<file path="config.mk">
export PLATFORM = sky130hd
export DESIGN_NAME = nibble_serial_adder_ctrl
export DESIGN_NICKNAME = d
export VERILOG_FILES = /design/src/rtl/nibble_serial_adder_ctrl.sv
export SDC_FILE = /design/constraint.sdc
export NUM_CORES = 1
export LEC_CHECK = 0
export ABC_AREA = 1
export CAP_MARGIN = 20
export CELL_PAD_IN_SITES_DETAIL_PLACEMENT = 0
export CELL_PAD_IN_SITES_GLOBAL_PLACEMENT = 1
export CORE_MARGIN = 2
export CORE_UTILIZATION = 43
export DETAILED_ROUTE_END_ITERATION = 16
export PLACE_DENSITY_LB_ADDON = 0.1
export SLEW_MARGIN = 20
export SYNTH_ARGS = -nofsm -noshare
export SYNTH_HDL_FRONTEND = slang
export SYNTH_SLANG_ARGS = --single-unit
</file>
<file path="constraint.sdc">
create_clock -name clk -period 3.68 [get_ports clk]
set_input_delay 0.736 -clock clk [delete_from_list [all_inputs] [get_ports clk]]
set_output_delay 0.736 -clock clk [all_outputs]
set_load 0.01 [all_outputs]
</file>
<file path="src/rtl/nibble_serial_adder_ctrl.sv">
`default_nettype none
// ============================================================================
// Module   : nibble_serial_adder_ctrl
// Brief    : Wide add/subtract sequenced through one 4-bit adder slice,
//            LSB nibble first, with the carry chained between cycles.
// Revision : 1.0 - initial release
// ============================================================================
module nibble_serial_adder_ctrl #(
    parameter int NIBBLES = 4
) (
    input  logic                 clk,
    input  logic                 rst_n,
    input  logic                 start,
    input  logic                 sub,
    input  logic [4*NIBBLES-1:0] op_a,
    input  logic [4*NIBBLES-1:0] op_b,
    output logic                 busy,
    output logic                 done,
    output logic [4*NIBBLES-1:0] result,
    output logic                 carry_out,
    output logic                 overflow
);

    localparam int W    = 4 * NIBBLES;
    localparam int IDXW = $clog2(NIBBLES);

    localparam logic [1:0]      C_IDLE = 2'd0;
    localparam logic [1:0]      C_ADD  = 2'd1;
    localparam logic [1:0]      C_DONE = 2'd2;
    localparam logic [IDXW-1:0] C_LAST = IDXW'(NIBBLES - 1);

    logic [1:0]      state_q, state_d;
    logic [W-1:0]    a_q, b_q, part_q, result_q;
    logic            c_q, cout_q, ovf_q;
    logic [IDXW-1:0] idx_q;

    logic [3:0]      w_a_nib, w_b_nib, w_sum;
    logic [4:0]      w_sum5;
    logic [3:0]      w_low4;
    logic            w_c_next, w_c3, w_last, w_accept;
    logic [W-1:0]    w_part_next;

    // Shared 4-bit slice; the low three bits are summed separately so the
    // carry into the top bit is available for signed overflow.
    assign w_a_nib  = a_q[4*idx_q +: 4];
    assign w_b_nib  = b_q[4*idx_q +: 4];
    assign w_sum5   = {1'b0, w_a_nib} + {1'b0, w_b_nib} + {4'b0, c_q};
    assign w_sum    = w_sum5[3:0];
    assign w_c_next = w_sum5[4];
    assign w_low4   = {1'b0, w_a_nib[2:0]} + {1'b0, w_b_nib[2:0]} + {3'b0, c_q};
    assign w_c3     = w_low4[3];
    assign w_last   = (idx_q == C_LAST);
    assign w_accept = start && (state_q != C_ADD);

    always_comb begin
        w_part_next                = part_q;
        w_part_next[4*idx_q +: 4]  = w_sum;
    end

    always_ff @(posedge clk or negedge rst_n) begin
        if (!rst_n) begin
            state_q <= C_IDLE;
        end else begin
            state_q <= state_d;
        end
    end

    always_comb begin
        state_d = state_q;
        case (state_q)
            C_IDLE:  state_d = start ? C_ADD : C_IDLE;
            C_ADD:   state_d = w_last ? C_DONE : C_ADD;
            C_DONE:  state_d = start ? C_ADD : C_IDLE;
            default: state_d = C_IDLE;
        endcase
    end

    always_comb begin
        busy = 1'b0;
        done = 1'b0;
        case (state_q)
            C_ADD:   busy = 1'b1;
            C_DONE:  done = 1'b1;
            default: ;
        endcase
    end

    always_ff @(posedge clk or negedge rst_n) begin
        if (!rst_n) begin
            a_q      <= '0;
            b_q      <= '0;
            part_q   <= '0;
            c_q      <= 1'b0;
            idx_q    <= '0;
            result_q <= '0;
            cout_q   <= 1'b0;
            ovf_q    <= 1'b0;
        end else if (w_accept) begin
            // Subtraction is A + ~B + 1, the +1 entering as the first carry.
            a_q    <= op_a;
            b_q    <= sub ? ~op_b : op_b;
            c_q    <= sub;
            idx_q  <= '0;
            part_q <= '0;
        end else if (state_q == C_ADD) begin
            part_q <= w_part_next;
            c_q    <= w_c_next;
            idx_q  <= idx_q + IDXW'(1);
            if (w_last) begin
                result_q <= w_part_next;
                cout_q   <= w_c_next;
                ovf_q    <= w_c3 ^ w_c_next;
            end
        end
    end

    assign result    = result_q;
    assign carry_out = cout_q;
    assign overflow  = ovf_q;

endmodule
`default_nettype wire

</file>
# --- Word-level counts from Yosys, hierarchy flattened ---
# Cells that the tools add are included.
classes:
  muxes: 13
  bitwise_logic: 3
  reduce_logical: 5
  addsub: 6
  shift: 4
  n_eq_ne: 4
ops:
  columns: ["cell", "n"]
  rows:
  - ["16-bit two-way mux", 3]
  - ["4-bit negation with 34-bit output", 1]
  - ["4-bit by 34-bit variable shift with 16-bit output, first input constant", 1]
  - ["4-bit by 34-bit indexed part select with 16-bit output", 1]
  - ["16-bit by 5-bit indexed part select with 4-bit output", 2]
  - ["16-bit bitwise mux", 1]
  - ["16-bit inverter", 1]
  - ["2-bit two-way mux", 3]
  - ["4-bit by 4-bit adder with 5-bit output", 1]
  - ["5-bit by 1-bit adder with 5-bit output", 1]
  - ["1-bit two-way mux", 5]
  - ["3-bit by 3-bit adder with 4-bit output", 1]
  - ["4-bit by 1-bit adder with 4-bit output", 1]
  - ["2-bit equality test, second input constant", 2]
  - ["2-bit one-hot mux with 2 select lines", 1]
  - ["3-bit AND reduction", 1]
  - ["2-bit by 1-bit adder with 2-bit output, second input constant", 1]
  - ["2-bit by 1-bit equality test with 1-bit output, second input constant", 1]
  - ["2-bit zero test", 1]
  - ["2-bit by 1-bit != test with 1-bit output, second input constant", 1]
  - ["2-bit nonzero test", 1]
  - ["2-bit OR reduction", 1]
  - ["1-bit logical AND", 1]
  - ["1-bit inverter", 1]
  - ["1-bit bitwise XOR", 1]
word_totals:
  regBits: 71
  out_inout_bits: 20

# --- Depth between registers and ports, before layout ---
# Gate-level depths: netlist of run 1.
depth:
  word_depth: 7
  depth_mapped: 14

# --- Worst setup path after synthesis of run 1 ---
# OpenSTA, ideal clock, no wires.
synth_timing:
  path_kind: "reg-to-reg"
  start: "reg idx_q[0]"
  end: "reg part_q[6]"
  path_stages_with_launch: 14
  path_buffers: 2
  arrival_time_ns: 2.373
  setup_time_ns: 0.065
  slack_ns: 1.242
  cell_sequence: "dfrtp_1 > inv_2 > buf_2 > buf_4 > nor2_1 > o22ai_1 > fa_1 > fa_1 > xnor2_1 > nor2_2 > nand2_1 > o21ai_2 > nand2_1 > nand2_1"
synth_between:
  elab_chain_len: 7
  elab_cells_between_ends: 10
  cone_classes: "add/sub (3); shift (4); mux (3)"
synth_rtl:
  columns: ["item", "line", "rtl"]
  rows:
  - ["from (decl)", "35", "logic [IDXW-1:0] idx_q;"]
  - ["from (signal assigned)", "108", "idx_q <= idx_q + IDXW'(1);"]
  - ["16-bit by 5-bit indexed part select with 4-bit output (on tied branches)", "45, 46", null]
  - ["4-bit by 4-bit adder with 5-bit output", "47", "assign w_sum5 = {1'b0, w_a_nib} + {1'b0, w_b_nib} + {4'b0, c_q};"]
  - ["5-bit by 1-bit adder with 5-bit output", "47", null]
  - ["4-bit by 34-bit indexed part select with 16-bit output", "57", "w_part_next[4*idx_q +: 4] = w_sum;"]
  - ["16-bit bitwise mux (*)", "57", null]
  - ["16-bit two-way mux (*)", "105", "end else if (state_q == C_ADD) begin"]
  - ["16-bit two-way mux (*)", "98", "end else if (w_accept) begin"]
  - ["to (signal assigned)", "106", "part_q <= w_part_next;"]
  - ["to (decl)", "33", "logic [W-1:0] a_q, b_q, part_q, result_q;"]
# Mark *: on every way between the ends. The rest lies on a longest branch, timed or not. The select of a mux whose other input is x is not followed.
# A chain may end at the register's enable or synchronous reset.

# --- Final worst setup path of run 1 ---
layout_timing:
  start: "reg idx_q[1]"
  end: "reg part_q[2]"
# The elaborated chain is that of the path after synthesis.

==> results of run 1 <==
## per-layer routing
layer | global-route usage (%) | vias up | routed length, um
met3 | 4.55 | 5 | 262
met1 | 23.9 | 1319 | 3570
met2 | 33.2 | 42 | 3960
met4 | 4.71 | 0 | 65
li1 | - | 1426 | -
met5 | 0 | - | 0
## how the worst max path moves through the flow
stage                                         to  cells after the start
final                      part_q[2]$_DFFE_PN0P_                      9
after global routing      part_q[13]$_DFFE_PN0P_                     11
after CTS                 part_q[13]$_DFFE_PN0P_                     11
after detailed placement  part_q[13]$_DFFE_PN0P_                     11
after global placement    part_q[13]$_DFFE_PN0P_                     11
after floorplan            part_q[6]$_DFFE_PN0P_                     13
## cell usage after synthesis, drive strengths merged
library cell	count	area, sq um
a21oi	1	5.00
a22oi	2	15.0
buf	17	124
clkinv	2	12.5
dfrtp	71	1780
fa	2	40.0
ha	9	113
inv	29	111
nand2	165	647
nand3	6	35.0
nand4	4	25.0
nor2	21	81.3
nor3	1	10.0
o21ai	50	262
o22ai	17	106
xnor2	17	149
xor2	1	8.76
## worst max-delay path, delay by kind of cell, from the launching register on
| family | cells | cell delay, ns |
|---|---|---|
| and+or+nand+nor | 1 | 0.08 |
| adders and majority gates | 2 | 0.87 |
| AOI/OAI and AO/OA | 4 | 0.56 |
| xor gates and xnor gates | 1 | 0.26 |
| DFF | 1 | 0.59 |
| buffers and inverters | 1 | 0.39 |
## stage by stage
step	cell area [sq um]	util (%)	std cells
after floorplan	3520	-	415
after global placement	4110	50.8	561
after detailed placement	4110	50.8	561
after CTS	4330	53.5	577
after global routing	4330	53.5	577
final	4330	53.5	577
## flip-flops by register name, summed over array words and instances (netlist names)
register and flops:
a_q 16, b_q 16, c_q 1, carry_out 1
idx_q 2, overflow 1, part_q 16, result 16
state_q 2
## area by class of cell
cell class / instances / area (sq um)
multi-input combinational: 296 / 1500
fill: 800 / 3760
tap: 105 / 131
clock inverter: 3 / 65.1
clock buffer: 13 / 159
sequential: 71 / 1780
timing repair buffer: 58 / 581
inverter: 31 / 124
## power groups by stage
| stage | combinational, W | sequential, W | clock (W) |
|---|---|---|---|
| 3_3_place_gp | 0.00192 | 0.00131 | 0 |
| 3_5_place_dp | 0.00193 | 0.00132 | 0 |
| 4_1_cts | 0.00194 | 0.00131 | 0.000715 |
| 2_1_floorplan | 0.00137 | 0.00129 | 0 |
| 5_1_grt | 0.00217 | 0.00134 | 0.000750 |
| 6_report | 0.00191 | 0.00130 | 0.000702 |
## logic make-up after synthesis
logic type	Yosys count	synth area share (%)
simple gates	197	22.7
flops	71	50.5
compound gates	70	11.0
buf+inv	48	7.04
xor+xnor	18	4.48
fa+ha+maj	11	4.34
==> results.py, run 1 <==
metrics = {
    "outcome": {
        "outcome": "completed",
    },
    "final_layout": {
        "final_nets": 514,
        "mostFrequentLayoutCell": "nand2_1",
        "drive_gt1_share_pct": 7.42,
        "diodes": 0,
        "mostFrequentLayoutCells": "nand2_1, dfrtp_1, clkdlybuf4s50_1",
        "syn2layout_area_growth_pct": 23.1,
    },
    "worst_setup_path": {
        "worstPathCellList": "clkinv_1 -> o21ai_0 -> o22ai_1 -> fa_1 -> fa_1 -> xnor2_1 -> o22ai_1 -> nand2_1 -> o21ai_0",
        "endpoint_kind": "register",
        "r2r_slack_ns": 0.79,
        "crit_path_start_kind": "register",
        "critPathMaxStageDelay_ns": 0.59,
        "arrival_ns": 3.09,
        "critPathSlowestCell": "dfrtp_1",
        "crit-reg2reg-capture": "part_q[2]$_DFFE_PN0P_",
        "startpoint": "idx_q[1]$_DFFE_PN0P_",
        "cp.required_ns": 3.88,
        "r2r-start": "idx_q[1]$_DFFE_PN0P_",
        "worst-path-max-fanout": 12,
        "r2r_cells": 9,
        "critPathKind": "reg -> reg",
    },
    "logic_synthesis": {
        "seq_area_frac_synth_pct": 50.5,
        "synth-warning-count": 0,
        "ys_types": 28,
        "netlist_instances": 415,
        "syn_avg_cell_area_sq_um": 8.48,
        "syn_nets": 462,
        "ys_ff_latch": 71,
        "netlist_area_sq_um": 3520,
    },
    "clocking": {
        "cts.clk_slew.worst_paths_ns": 0.07,
        "htreeDepth": 3,
        "tritoncts": "built",
        "cts_setup_buffers": 0,
        "clkLatencyLatePin_ns": 0.34,
        "clock_sinks": 71,
        "hold_buffers": 0,
        "ctsResizeCount": 0,
        "cts_root_buf": "clkbuf_8",
        "cts_buffers": 9,
        "clockBufferDepth": 2,
    },
    "pwr": {
        "powerDensity_nw_per_um2": 904,
        "total_power_w": 0.00392,
        "power.share.sequential_pct": 33.2,
        "power_frac_comb_pct": 48.9,
        "switching_share_pct": 42.4,
        "vdd_ir_drop_max_v": 0.000397,
        "power.internal_w": 0.00226,
        "pwr-share-clk_pct": 17.9,
        "power_switching_w": 0.00166,
        "power_leakage_nw": 2.08,
    },
    "sta": {
        "slew_viol_final": 0,
        "setup_slack_ns": 0.787,
        "timing.slew.headroom_pct": 38.4,
        "worst_pin_slew_ns": 0.920,
        "hold_viol_final": 0,
        "fin_skew_ns": 0.00956,
        "rsz0062_at_grt": "false",
        "fmax_mhz": 346,
        "period_needed_ns": 2.89,
        "hold_slack_ns": 0.408,
        "fin_crit_sh_pct": 78.6,
        "setup_tns_ns": 0,
        "finalSetupViolations": 0,
    },
    "floorplan": {
        "ios": 56,
        "core_sq_um": 8090,
        "fp-row-count": 33,
        "die_x_um": 94.5,
        "die_area_sq_um": 8930,
        "die_h_um": 94.5,
        "start_util_pct": 43.5,
    },
    "drt": {
        "drt_pass1_iterations": 4,
        "vias": 2792,
        "ant_nets": 0,
        "dr.first_iter.drc_count": 87,
        "drt-total-wl_um": 7860,
        "via_per_inst": 4.84,
        "drc": 0,
        "post_drt_wl_per_cell_um": 13.6,
    },
    "place": {
        "place_hpwl_um": 5490,
        "portBuffers": 55,
        "gp_congestion": 0.835,
        "place_ws_ns": 0.846,
    },
    "global_route": {
        "antenna_found_initial": 0,
        "grt_max_degree": 72,
        "track_usage_pct": 19.0,
        "grt_pass1_vias": 2843,
        "gr-total-overflow": 0,
        "grt_pass1_wl_um": 13200,
    },
    "job": {
        "cap_violations": 0,
    },
    "worst_hold_path": {
        "hp-class": "in -> async",
    },
}
(Power assumes the default switching activity.)
==> run 2, diff against run 1 <==
CORE_UTILIZATION = 36   (was 43)
clock period = 2.3 ns   (was 3.68 ns; I/O delays follow)
==> results.py, run 2 (synthesis results as in run 1) <==
metrics = {
    "pwr": {
        "power_leakage_nw": 2.16,
        "power.internal_w": 0.00390,
        "power_switching_w": 0.00291,
        "power_frac_comb_pct": 53.7,
        "switching_share_pct": 42.7,
        "powerDensity_nw_per_um2": 1480,
        "pwr-share-clk_pct": 15.7,
        "vdd_ir_drop_max_v": 0.000605,
        "power.share.sequential_pct": 30.6,
    },
    "drt": {
        "wl_met3_um": 232,
        "wl_met1_um": 3750,
        "dr.first_iter.drc_count": 77,
        "maxUsedRoutingLayer": "met4",
        "wl_met2_um": 4070,
        "vias": 2847,
        "post_drt_wl_per_cell_um": 13.3,
        "via_per_inst": 4.61,
        "ant_nets": 0,
        "drt_pass1_iterations": 4,
        "drc": 0,
        "drt-total-wl_um": 8220,
    },
    "sta": {
        "setup_slack_ns": 0.00202,
        "rsz0062_at_grt": "true",
        "fin_skew_ns": 0.00579,
        "finalSetupViolations": 0,
        "fin_crit_sh_pct": 99.9,
        "fmax_mhz": 435,
        "worst_pin_slew_ns": 0.379,
        "hold_viol_final": 0,
        "timing.slew.headroom_pct": 74.7,
        "period_needed_ns": 2.30,
        "slew_viol_final": 0,
    },
    "floorplan": {
        "die_h_um": 103,
        "die_area_sq_um": 10600,
        "core_sq_um": 9640,
        "die_x_um": 103,
        "ios": 56,
        "start_util_pct": 36.5,
        "fp-row-count": 36,
    },
    "final_layout": {
        "fillers": 977,
        "final_nets": 527,
        "mostFrequentLayoutCell": "nand2_1",
        "mostFrequentLayoutCells": "nand2_1, dfrtp_1, clkdlybuf4s50_1",
        "stdcell_count": 618,
        "seq_area_sq_um": 1780,
        "drive_gt1_share_pct": 15.1,
        "diodes": 0,
        "multiInputGateArea_sq_um": 1620,
        "syn2layout_area_growth_pct": 30.9,
    },
    "outcome": {
        "outcome": "completed",
    },
    "worst_setup_path": {
        "endpoint_kind": "register",
        "critPathKind": "reg -> reg",
        "crit-reg2reg-capture": "part_q[6]$_DFFE_PN0P_",
        "r2r-start": "idx_q[0]$_DFFE_PN0P_",
        "crit_path_start_kind": "register",
        "cp.required_ns": 2.58,
        "r2r_cells": 11,
        "startpoint": "idx_q[0]$_DFFE_PN0P_",
        "arrival_ns": 2.58,
        "r2r_slack_ns": 0.002,
        "worst-path-max-fanout": 7,
    },
    "clocking": {
        "htreeDepth": 3,
        "cts_root_buf": "clkbuf_8",
        "tritoncts": "built",
        "clkLatencyLatePin_ns": 0.34,
        "cts_buffers": 9,
        "clockBufferDepth": 2,
        "clock_sinks": 71,
        "cts.clk_slew.worst_paths_ns": 0.08,
    },
    "global_route": {
        "grt_pass1_vias": 2869,
        "grt_pass1_wl_um": 13800,
        "track_usage_pct": 16.9,
        "gr-total-overflow": 0,
        "grt_max_degree": 45,
        "antenna_found_initial": 0,
    },
    "place": {
        "gp_congestion": 0.805,
        "place_hpwl_um": 5940,
        "place_inst": 600,
        "portBuffers": 55,
        "place_ws_ns": -0.0803,
    },
    "job": {
        "cap_violations": 0,
    },
    "worst_hold_path": {
        "hp-class": "in -> async",
    },
}
[run 2: changes by cell type in the layout (fill, tap and decap cells not counted), moves of 4 or more]
| cell | delta |
|---|---|
| o21ai_2 | +4 |
| o21ai_0 | -9 |
| o21ai_1 | +4 |
| o22ai_2 | +6 |
| buf_4 | +10 |
| o22ai_1 | -6 |
[run 2: repair_timing]
| item | in CTS | in global routing |
|---|---|---|
| setup buffers | 1 | 1 |
| hold buffers | 0 | 0 |
| pin swaps | 4 | 3 |
| endpoints found under the setup margin | 8 | 25 |
| resized for setup | 12 | 19 |
[run 2: worst max path at each step]
stage,to,slack (ns),cells past startpoint
2_1_floorplan,part_q[13]$_DFFE_PN0P_,-0.02,13
6_report,part_q[6]$_DFFE_PN0P_,0.002,11
3_3_place_gp,part_q[13]$_DFFE_PN0P_,-0.03,11
5_1_grt,part_q[6]$_DFFE_PN0P_,-0.15,11
4_1_cts,part_q[13]$_DFFE_PN0P_,0.0007,10
3_5_place_dp,part_q[13]$_DFFE_PN0P_,-0.08,11
[run 2: layer usage]
| metal | global-route usage [%] | up-vias |
|---|---|---|
| li1 | - | 1456 |
| met1 | 21.7 | 1332 |
| met2 | 29.1 | 48 |
| met3 | 2.44 | 11 |
| met4 | 6.07 | 0 |
| met5 | 0 | - |
[run 2: power groups by stage]
| stage | logic, W | registers (W) | clock network, W |
|---|---|---|---|
| 2_1_floorplan | 0.00227 | 0.00207 | 0 |
| 5_1_grt | 0.00416 | 0.00216 | 0.00115 |
| 6_report | 0.00366 | 0.00209 | 0.00107 |
| 3_3_place_gp | 0.00327 | 0.00209 | 0 |
| 4_1_cts | 0.00344 | 0.00208 | 0.00110 |
| 3_5_place_dp | 0.00331 | 0.00209 | 0 |
[run 2: per-stage QoR]
stage	power (W)	utilization, %	hold WS, ns	cell area, sq um	TNS (ns)
final	0.00681	47.8	0.0240	4610	0
after global routing	0.00746	47.8	0.0213	4610	-1.13
after CTS	0.00662	46.9	0.0193	4520	0
after detailed placement	0.00540	44.2	0.397	4260	-0.180
after global placement	0.00536	44.2	0.397	4260	-0.0369
after floorplan	0.00434	-	0.164	3560	-0.0217
[run 2: worst max-delay path, stage by stage, from the launching register on]
cell     delay [ns]
dfrtp_2        0.48
buf_6          0.16
nor2_4         0.09
o22ai_2        0.08
fa_2           0.38
fa_2           0.40
xnor2_2        0.16
nor2_2         0.14
nand2_1        0.08
o21ai_2        0.14
nand2_1        0.07
nand2_1        0.05
[run 2: layout make-up]
| type | instances | area share (%) |
|---|---|---|
| Sequential cell | 71 | 38.6 |
| Multi-Input combinational cell | 296 | 35.1 |
| Timing Repair Buffer | 71 | 15.2 |
| Tap cell | 133 | 3.61 |
| Clock buffer | 12 | 3.58 |
| Inverter | 31 | 2.77 |
| Clock inverter | 4 | 1.14 |
